**config.mk**
```make
export PLATFORM = sky130hd
export DESIGN_NAME = program_loader
export DESIGN_NICKNAME = d
export VERILOG_FILES = /design/src/rtl/program_loader.sv
export SDC_FILE = /design/constraint.sdc
export NUM_CORES = 1
export LEC_CHECK = 0
export CAP_MARGIN = 20
export CORE_MARGIN = 2
export CORE_UTILIZATION = 25
export CTS_BUF_LIST = sky130_fd_sc_hd__clkbuf_4 sky130_fd_sc_hd__clkbuf_8 sky130_fd_sc_hd__clkbuf_16
export DETAILED_ROUTE_END_ITERATION = 10
export PLACE_DENSITY = 0.41
export SLEW_MARGIN = 10
export SYNTH_ARGS = -nofsm -noshare
export SYNTH_HDL_FRONTEND = slang
export SYNTH_SLANG_ARGS = --single-unit
```
**constraint.sdc**
```tcl
create_clock -name clk -period 5.1 [get_ports clk]
set_input_delay 0.51 -clock clk [delete_from_list [all_inputs] [get_ports clk]]
set_output_delay 0.51 -clock clk [all_outputs]
set_load 0.005 [all_outputs]
```
**src/rtl/program_loader.sv**
```systemverilog
`default_nettype none
// ============================================================================
//  Module      : program_loader
//  Description : Byte-stream program loader for the MC14500B core. Accepts a
//                framed valid/ready byte stream (HDR, LEN, payload, CHK),
//                packs payload bytes MSB-first into WORD-bit commands, writes
//                them to consecutive program addresses and holds the core in
//                reset until a frame passes its XOR checksum.
//  Revision    : 1.0 - initial release
// ============================================================================
module program_loader #(
    parameter int         ADDR = 8,
    parameter int         CODE = 4,
    parameter int         WORD = ADDR + CODE,
    parameter logic [7:0] HDR  = 8'hA5
) (
    input  logic            clk,
    input  logic            rst,
    input  logic            in_valid,
    input  logic [7:0]      in_data,
    output logic            in_ready,
    output logic            prog_write,
    output logic [ADDR-1:0] prog_addr,
    output logic [WORD-1:0] prog_cmd,
    output logic            core_hold,
    output logic            load_done,
    output logic            load_err
);

    // Bytes per command word and the largest word count the address space holds.
    localparam int         BPW       = (WORD + 7) / 8;
    localparam logic [7:0] LAST_BYTE = 8'(BPW - 1);
    localparam logic [8:0] MAX_WORDS = 9'(1 << ADDR);

    typedef enum logic [2:0] {
        S_IDLE  = 3'd0,
        S_LEN   = 3'd1,
        S_DATA  = 3'd2,
        S_WRITE = 3'd3,
        S_CHK   = 3'd4
    } state_t;

    state_t          state;
    logic [8:0]      count;      // words in this frame, 1..256
    logic [ADDR-1:0] idx;        // next program address
    logic [7:0]      chk;        // running XOR of payload bytes
    logic [7:0]      bcnt;       // byte position inside current word
    logic [WORD-1:0] shreg;      // word being assembled

    logic            accept;
    logic [8:0]      len_count;
    logic [WORD-1:0] next_word;
    logic            last_word;

    // Handshake, LEN decode (0 means 256), byte shift with high bits of the
    // first byte falling off the top, and terminal test on count not idx wrap.
    always_comb begin
        accept    = in_valid & in_ready;
        len_count = {(in_data == 8'h00), in_data};
        next_word = WORD'({shreg, in_data});
        last_word = ((9'(idx) + 9'd1) == count);
    end

    // Frame parser with registered handshake, write port and status flags.
    always_ff @(posedge clk or negedge rst) begin
        if (!rst) begin
            state      <= S_IDLE;
            in_ready   <= 1'b0;
            prog_write <= 1'b0;
            prog_addr  <= '0;
            prog_cmd   <= '0;
            core_hold  <= 1'b1;
            load_done  <= 1'b0;
            load_err   <= 1'b0;
            count      <= '0;
            idx        <= '0;
            chk        <= '0;
            bcnt       <= '0;
            shreg      <= '0;
        end else begin
            in_ready   <= 1'b1;
            prog_write <= 1'b0;
            case (state)
                S_IDLE: begin
                    if (accept && in_data == HDR) begin
                        core_hold <= 1'b1;
                        load_done <= 1'b0;
                        load_err  <= 1'b0;
                        idx       <= '0;
                        chk       <= '0;
                        state     <= S_LEN;
                    end
                end
                S_LEN: begin
                    if (accept) begin
                        count <= len_count;
                        if (len_count > MAX_WORDS) begin
                            load_err <= 1'b1;
                            state    <= S_IDLE;
                        end else begin
                            bcnt  <= '0;
                            state <= S_DATA;
                        end
                    end
                end
                S_DATA: begin
                    if (accept) begin
                        shreg <= next_word;
                        chk   <= chk ^ in_data;
                        if (bcnt == LAST_BYTE) begin
                            // Word complete: present it on the write port now
                            // and close the input for the single WRITE cycle.
                            bcnt       <= '0;
                            prog_write <= 1'b1;
                            prog_addr  <= idx;
                            prog_cmd   <= next_word;
                            in_ready   <= 1'b0;
                            state      <= S_WRITE;
                        end else begin
                            bcnt <= bcnt + 8'd1;
                        end
                    end
                end
                S_WRITE: begin
                    idx   <= idx + 1'b1;
                    state <= last_word ? S_CHK : S_DATA;
                end
                S_CHK: begin
                    if (accept) begin
                        if (in_data == chk) begin
                            load_done <= 1'b1;
                            core_hold <= 1'b0;
                        end else begin
                            load_err <= 1'b1;
                        end
                        state <= S_IDLE;
                    end
                end
                default: state <= S_IDLE;
            endcase
        end
    end

endmodule
`default_nettype wire

```
==> flow_results.org, run 1 <==
** Outcome
- Run status :: complete, no violations

** Global route
- In the global route stage, overall resource usage came out at 0.121.
- Most Used Layer, Global Route :: met2
- First-pass GRT wire length :: ~12000 um
- Antenna violations before repair :: 0
- The total overflow left after global routing is 0.
- Largest net degree at the start of global routing :: between 60 and 70
- For this run, global-route usage on met3 was measured as 0.0273.
- For this run, global-route usage on met2 was measured as 0.184.
- GRT met1 Usage :: 0.163
- The via count of the first global-routing pass came to 2337.

** Yosys
- Cell count after synthesis :: roughly 300
- For this run, asynchronously set or reset flops after synthesis account for 1.00.
- dfrtp_1 is the most common cell in the netlist.
- The number of nets in the synthesized netlist is 310.
- Synthesis instantiated 44 different standard cells from the library.
- Biggest area contributors in the synthesized netlist :: dfrtp_1, o21ai_0, mux2_2
- The share of the Yosys chip area taken by registers is 0.512.
- The synthesized design contains between 60 and 70 register bits.
- Synth Flop Type :: dfrtp_1
- The biggest area contributor in the post-synthesis netlist is dfrtp_1.
- Yosys mapped a number of flops with a built-in enable equal to 0.
- During synthesis, Yosys emitted a total of 0 warnings.
- Portion of synthesized cell area occupied by the leading cell type :: 0.503
- Mean post-synth cell area :: between 10 and 15 um2
- Commonest cells post-synth :: dfrtp_1, o21ai_0, nand2_1
- The synthesized netlist occupies a cell area of 3180 um2.

** Route
- Post-route DRC violation count :: 0
- Total routed wirelength :: between 7000 and 8000 um
- Detailed Route Iter0 Violations :: 95
- The routed layout has roughly 2300 vias.
- First drt pass iteration count :: 4
- Post-detailed-route count of antenna-violating nets :: 0
- After detailed routing, the number of vias per cell comes to about 4.5.
- In the final routed layout, each cell accounts on average for 14.5 um.

** Placement
- Placed wire-length estimate :: 4950 um
- Pre-CTS worst setup slack :: between 2 and 2.5 ns
- RD Place Congestion :: about 0.71
- Port buffering added 35 buffers.

** Clocking
- Clock transition at the registers of the reported paths :: about 0.05 ns
- Number of clock sinks :: 65
- The clock reaches the later pin of the worst-skew pair after about 0.33 ns.
- Maximum level of the CTS H-tree :: 3
- Post-cts repair resize count :: 0
- No sink is reached through more buffers than the 2 on the longest clock path.
- CTS Hold Buffers Added :: 0
- Clock root buffer :: clkbuf_16
- Buffers added to address setup during post-CTS repair amount to 0.
- Counting the buffers created by CTS gives 9.
- Clock tree from TritonCTS :: built

** Pwr
- Clock Power Share :: 0.251
- Of the total power, the share spent switching nets is 0.335.
- For this design the total switching power over the nets is between 0.0007 and 0.0008 W.
- For this design the ratio of total power to cell area is 559 nW/um2.
- The analysis attributes to cell leakage a power of roughly 1.7 nW.
- Internal power component :: roughly 0.0015 W
- Of the total power, registers draw 0.387.
- Total power for the finished layout comes to approximately 0.0022 W.
- Share of power burned in combinational logic :: 0.363
- Across the VDD grid, the largest voltage drop is 163 uV.

** STA
- Count of pins over their slew limit :: 0
- Setup repair after global routing left no endpoint under its margin.
- The smallest clock period supported by the final layout is computed as between 2 and 2.5 ns.
- Adding up every negative setup slack in the final design gives 0 ns.
- The clock arrives with 0.00556 ns of skew.
- Dividing the final minimum period by the clock period gives 0.461.
- F_max :: roughly 430 MHz
- Slew headroom :: 0.452
- The count of endpoints failing hold in the final timing report is 0.
- Number of setup violations in the final report :: 0
- Across all setup checks in the final design, the least slack found is around 2.7 ns.
- For the pin with the worst max-slew slack, the measured transition is just over 0.8 ns.

** Die
- The floorplan step defined a die boundary enclosing about 14000 um2.
- Std-Cell Core Area :: 12500 um2
- Effective utilization at floorplan :: 0.254
- In this run the horizontal extent of the chip is between 100 and 150 um.
- Placement Rows :: between 40 and 50
- Vertical die dimension :: approximately 120 um
- Top-level I/O count :: 36

** Finish
- For this run, the post-layout net count is between 300 and 400.
- Number of filler instances in the final layout :: ~1300
- Of the cells placed in the final design, the portion with a size suffix greater than 1 is 0.149.
- 0 antenna diodes ended up in the layout.
- Synthesis-to-finish area growth :: 24.1%

** Worst hold path
- The worst hold path belongs to the class primary input to asynchronous set/reset pin.

** Critical path
- Worst Path Arrival :: roughly 2.6 ns
- At the worst endpoint, the required time is 5.31 ns.
- Of all nets on the critical path, the largest fanout is 26.
- The worst setup path is launched from a register.
- WS Path Type :: register to register
- Capturing element type of the critical path :: register

** Job
- Number of max-cap violations :: 0
path summary, 6_finish.rpt:
kind | startpoint | endpoint | slack, ns | cells after the start
worst min register to register | prog_cmd[9] | prog_cmd[9] | 0.48 | 2
max in group asynchronous | rst | in_ready | 4.20 | 2
worst max-delay path | state[1] | prog_cmd[4] | 2.75 | 4
worst max register to register | state[1] | prog_cmd[4] | 2.75 | 4
min in group clk | prog_cmd[9] | prog_cmd[9] | 0.48 | 2
worst min-delay path | rst | prog_addr[4] | 0.36 | 2
cells in the final DEF (no fill, tap or decap), types with 3 or more instances in the layout:
master           count
a21oi_1              5
dfrtp_1             64
mux2_2              14
and3_1               6
o21ai_0             42
nand4_1              3
nand3_1             10
nor2_1              22
xnor2_1             13
inv_1                9
nand2_1             29
xor2_1              12
o31ai_1              4
clkbuf_16            9
nor4_1               4
clkdlybuf4s50_1     34
a31oi_1              4
ha_1                 3
mux2_4              10
clkinv_2             4
cells by family (layout without fill, tap and decap cells):
kind of cell	Yosys count	in the layout	share of synthesized area
fa+ha+maj	3	3	0.0118
simple gates	93	93	0.157
mux	26	26	0.103
xor+xnor	25	25	0.0688
compound gates	64	64	0.116
flops	65	65	0.512
buf+inv	20	60	0.0319
power groups by stage:
stage / registers [W] / logic [W] / clock network, W
floorplan: 0.000805 / 0.000579 / 0
CTS: 0.000855 / 0.000814 / 0.000570
detailed placement: 0.000861 / 0.000809 / 0
global placement: 0.000861 / 0.000805 / 0
finish: 0.000853 / 0.000800 / 0.000553
global route: 0.000886 / 0.000905 / 0.000593
stage by stage:
step | cells | instance area [um2] | util | hold WS [ns]
after floorplan | 296 | 3180 | - | 0.214
after global placement | 493 | 3680 | 0.294 | 0.466
after detailed placement | 493 | 3680 | 0.294 | 0.475
after CTS | 508 | 3950 | 0.315 | 0.413
after global routing | 508 | 3950 | 0.315 | 0.460
final | 508 | 3950 | 0.315 | 0.359
worst max-delay path: stages, from the launching register on:
cell	delay, ns
dfrtp_1	0.59
or3b_4	0.53
nor2_4	0.37
nand2_4	0.34
mux2_4	0.39
layer usage:
| layer | vias to the layer above | share of wire | wire length (um) |
|---|---|---|---|
| met5 | - | 0 | 0 |
| li1 | 1117 | - | - |
| met2 | 34 | 0.46 | 3360 |
| met3 | 11 | 0.031 | 224 |
| met4 | 0 | 0.019 | 140 |
| met1 | 1134 | 0.49 | 3620 |
registers in the layout, indices dropped and copies added, names as in the netlist, 3 cells and up:
register	flops
chk	8
prog_addr	8
idx	8
prog_cmd	12
bcnt	8
count	9
state	3
shreg	4
cell type report:
| class | count | area [um2] | share of cell area |
|---|---|---|---|
| clock buffers | 11 | 246 | 0.0624 |
| clock inverters | 4 | 20.0 | 0.00507 |
| inverters | 9 | 33.8 | 0.00856 |
| multi-input cells | 211 | 1450 | 0.368 |
| flip-flops and latches | 65 | 1630 | 0.412 |
| well taps | 172 | 215 | 0.0545 |
| repair buffers | 36 | 353 | 0.0894 |
Note: power is estimated with default switching activity, not from simulation.
==> run 2: changes to the inputs <==
==> constraint.sdc (replaced) <==
create_clock -name clk -period 2.4 [get_ports clk]
set_input_delay 0.24 -clock clk [delete_from_list [all_inputs] [get_ports clk]]
set_output_delay 0.24 -clock clk [all_outputs]
set_load 0.005 [all_outputs]
==> run 2 against run 1 <==
  * Core utilization rose by 1.1 points
  * First-iteration DRC count rose by 20%
  * Critical endpoint is now state[1]
  * Largest cell class unchanged
  * Total power rose by 120%
==> flow_results.org, run 2 (synthesis results as in run 1) <==
** Clocking
- Number of clock sinks :: between 60 and 70
- In this run, post-CTS repair resized a total of 0 instances.
- Max clock buf depth :: 2
- TritonCTS built the clock tree.
- TritonCTS buffer count :: 9
- After clock tree synthesis, the clock-pin slew on the worst setup and hold paths is about 0.05 ns.
- CTS built an H-tree with a depth of 3.
- Insertion delay of the later-clocked pin in the worst-skew pair :: between 0.3 and 0.4 ns
- Clock root buffer :: clkbuf_16

** Pwr
- Maximum ir drop on the vdd rail :: about 340 uV
- In this run the power density over the cells is about 1200 nW/um2.
- For this design the static power due to leakage is about 1.8 nW.

** Route
- Uppermost layer routed :: met4
- In this run, the number of DRC markers left after iteration 0 of detailed routing was ~110.
- After detailed routing, the average wire length per cell comes to about 14 um.
- Vias :: between 2000 and 2500
- The first detailed-routing pass ran for 4 iterations.
- In the routed design, unresolved DRC markers number 0.
- The detailed router put a total of roughly 3700 um of wire on met1.
- The detail route stage leaves a number of antenna-violating nets equal to 0.
- Via count normalized by instance count :: approximately 4.4
- The final layout contains routed wiring with a total length of 7600 um.
- Wire segments on met2 add up to approximately 3500 um in the final route.
- Summed over all nets, wire length on met3 after detailed routing comes to approximately 270 um.

** STA
- Worst clock skew :: roughly 0.0042 ns
- Crit path time final :: about 2.0 ns
- Setup violations remaining at the end of the flow were counted as 0.
- Setup tns final :: 0 ns
- Setup slack closes at approximately 0.42 ns.
- The count of endpoints failing hold in the final timing report came to 0.
- Across all hold checks on the routed design, the worst slack comes to about 0.44 ns.
- Unrepaired setup endpoints after global routing :: false
- Pin slew with the least headroom to its limit :: between 0.6 and 0.7 ns
- F_max :: 506 MHz
- The max-slew violation count came to 0.
- In the finished design, the share of the clock period the worst path needs comes to 0.824.
- In this run the tightest slew margin relative to its limit is 0.578.

** Die
- Placement Rows :: between 40 and 50
- Horizontal die dimension :: ~120 um
- Effective utilization at floorplan :: 0.254
- The region available for standard cell placement spans between 10000 and 15000 um2.
- 36 I/O pins were placed.
- Vertical die dimension :: between 100 and 150 um
- The die covers about 14000 um2.

** Critical path
- Max Fanout on Critical Path :: 7
- Data arrives at the worst endpoint at about 2.2 ns.
- Worst r2r dst :: state[1]
- R2r worst-path depth :: 6
- Worst endpoint required time :: 2.62 ns
- Reg-to-reg slack, setup :: approximately 0.42 ns
- Start of the worst register-to-register path :: idx[0]
- The worst setup path is launched from a register.
- WS Path Type :: register to register
- STA classifies the critical path endpoint as a register.

** Global route
- The initial antenna violation count is 0.
- The first global-routing pass estimated roughly 12000 um of wire.
- Largest net degree at the start of global routing :: 27
- The total overflow left after global routing is 0.
- For this run, the total global-route usage over all layers was measured as 0.123.
- The via count of the first global-routing pass came to between 2000 and 2500.

** Finish
- Relative to the synthesized area, the layout overhead comes to 28.4%.
- Leaving out fill and tap cells, the most frequent cell in the layout is dfrtp_1.
- Share of cells above drive strength 1 :: 0.189
- The register with the most flip-flops in the final layout is prog_cmd.
- In the layout the commonest cells are dfrtp_1, o21ai_0, clkdlybuf4s50_1.
- Count of antenna diodes in the layout :: 0
- Final Instance Area :: about 4100 um2
- Leading registers by flop count :: prog_cmd: 12 flops, count: 9 flops
- In the final design database the tool counted approximately 360 nets.
- After the flow finishes, the layout carries non-filler instances totaling ~530.
- Number of filler instances in the final layout :: between 1000 and 1500
- The register with the most flip-flops in the layout has 12 of them.

** Outcome
- The run finished with clean final reports.

** Worst hold path
- The path class of the tightest hold or removal check is primary input to asynchronous set/reset pin.

** Placement
- Once placement completed, the tool counted placed cells totaling slightly above 500.
- Total placed instance area :: between 3000 and 4000 um2
- Placed wire-length estimate :: 5330 um
- The congestion estimate from routability-driven global placement came to between 0.7 and 0.8.
- Prior to clock tree synthesis, the placed netlist has a worst setup slack of about 0.20 ns.
- Quantity of I/O buffers inserted on ports :: 35

** Job
- The tool flagged a number of max-cap violations equal to 0.
[run 2: area by class of cell]
type / instances / area [um2] / share of cell area
clock buffers: 11 / 246 / 0.0603
repair buffers: 54 / 490 / 0.120
well taps: 172 / 215 / 0.0527
multi-input cells: 211 / 1450 / 0.355
flip-flops and latches: 65 / 1630 / 0.398
clock inverters: 4 / 20.0 / 0.00490
inverters: 9 / 33.8 / 0.00827
[run 2: worst max path at each step]
stage | startpoint | end | slack, ns | depth (start not counted)
global route | idx[0] | state[1] | 0.24 | 6
CTS | idx[0] | state[1] | 0.40 | 6
floorplan | idx[0] | state[1] | 0.57 | 7
global placement | in_data[7] | chk[6] | 0.30 | 6
detailed placement | in_data[7] | chk[6] | 0.20 | 6
finish | idx[0] | state[1] | 0.42 | 6
[run 2: power breakdown]
| part | switching, W | internal (W) | leakage, nW |
|---|---|---|---|
| Clock | 0.000466 | 0.000724 | 0.138 |
| Combinational | 0.000827 | 0.000972 | 0.849 |
| Sequential | 0.000302 | 0.00147 | 0.817 |
| Total | 0.00160 | 0.00317 | 1.80 |
[run 2: metrics by stage]
| step | util | power [W] |
|---|---|---|
| after CTS | 0.326 | 0.00483 |
| final | 0.326 | 0.00476 |
| after global placement | 0.304 | 0.00359 |
| after detailed placement | 0.304 | 0.00361 |
| after floorplan | - | 0.00294 |
| after global routing | 0.326 | 0.00514 |
[run 2: metal layers]
| layer | vias to the layer above | global-route usage |
|---|---|---|
| li1 | 1157 | - |
| met3 | 12 | 0.0304 |
| met4 | 0 | 0.0565 |
| met5 | - | 0 |
| met2 | 35 | 0.190 |
| met1 | 1109 | 0.163 |
[run 2: what timing repair did]
item,4_1_cts,5_1_grt
hold buffers,1,0
buffers inserted,0,0
endpoints found under the hold margin,22,0
[run 2: worst max-delay path: stages (launching register included)]
cell      delay [ns]
dfrtp_1         0.46
ha_1            0.29
and4_1          0.21
nand2_1         0.07
xnor2_1         0.13
a2111o_1        0.42
o31a_1          0.28
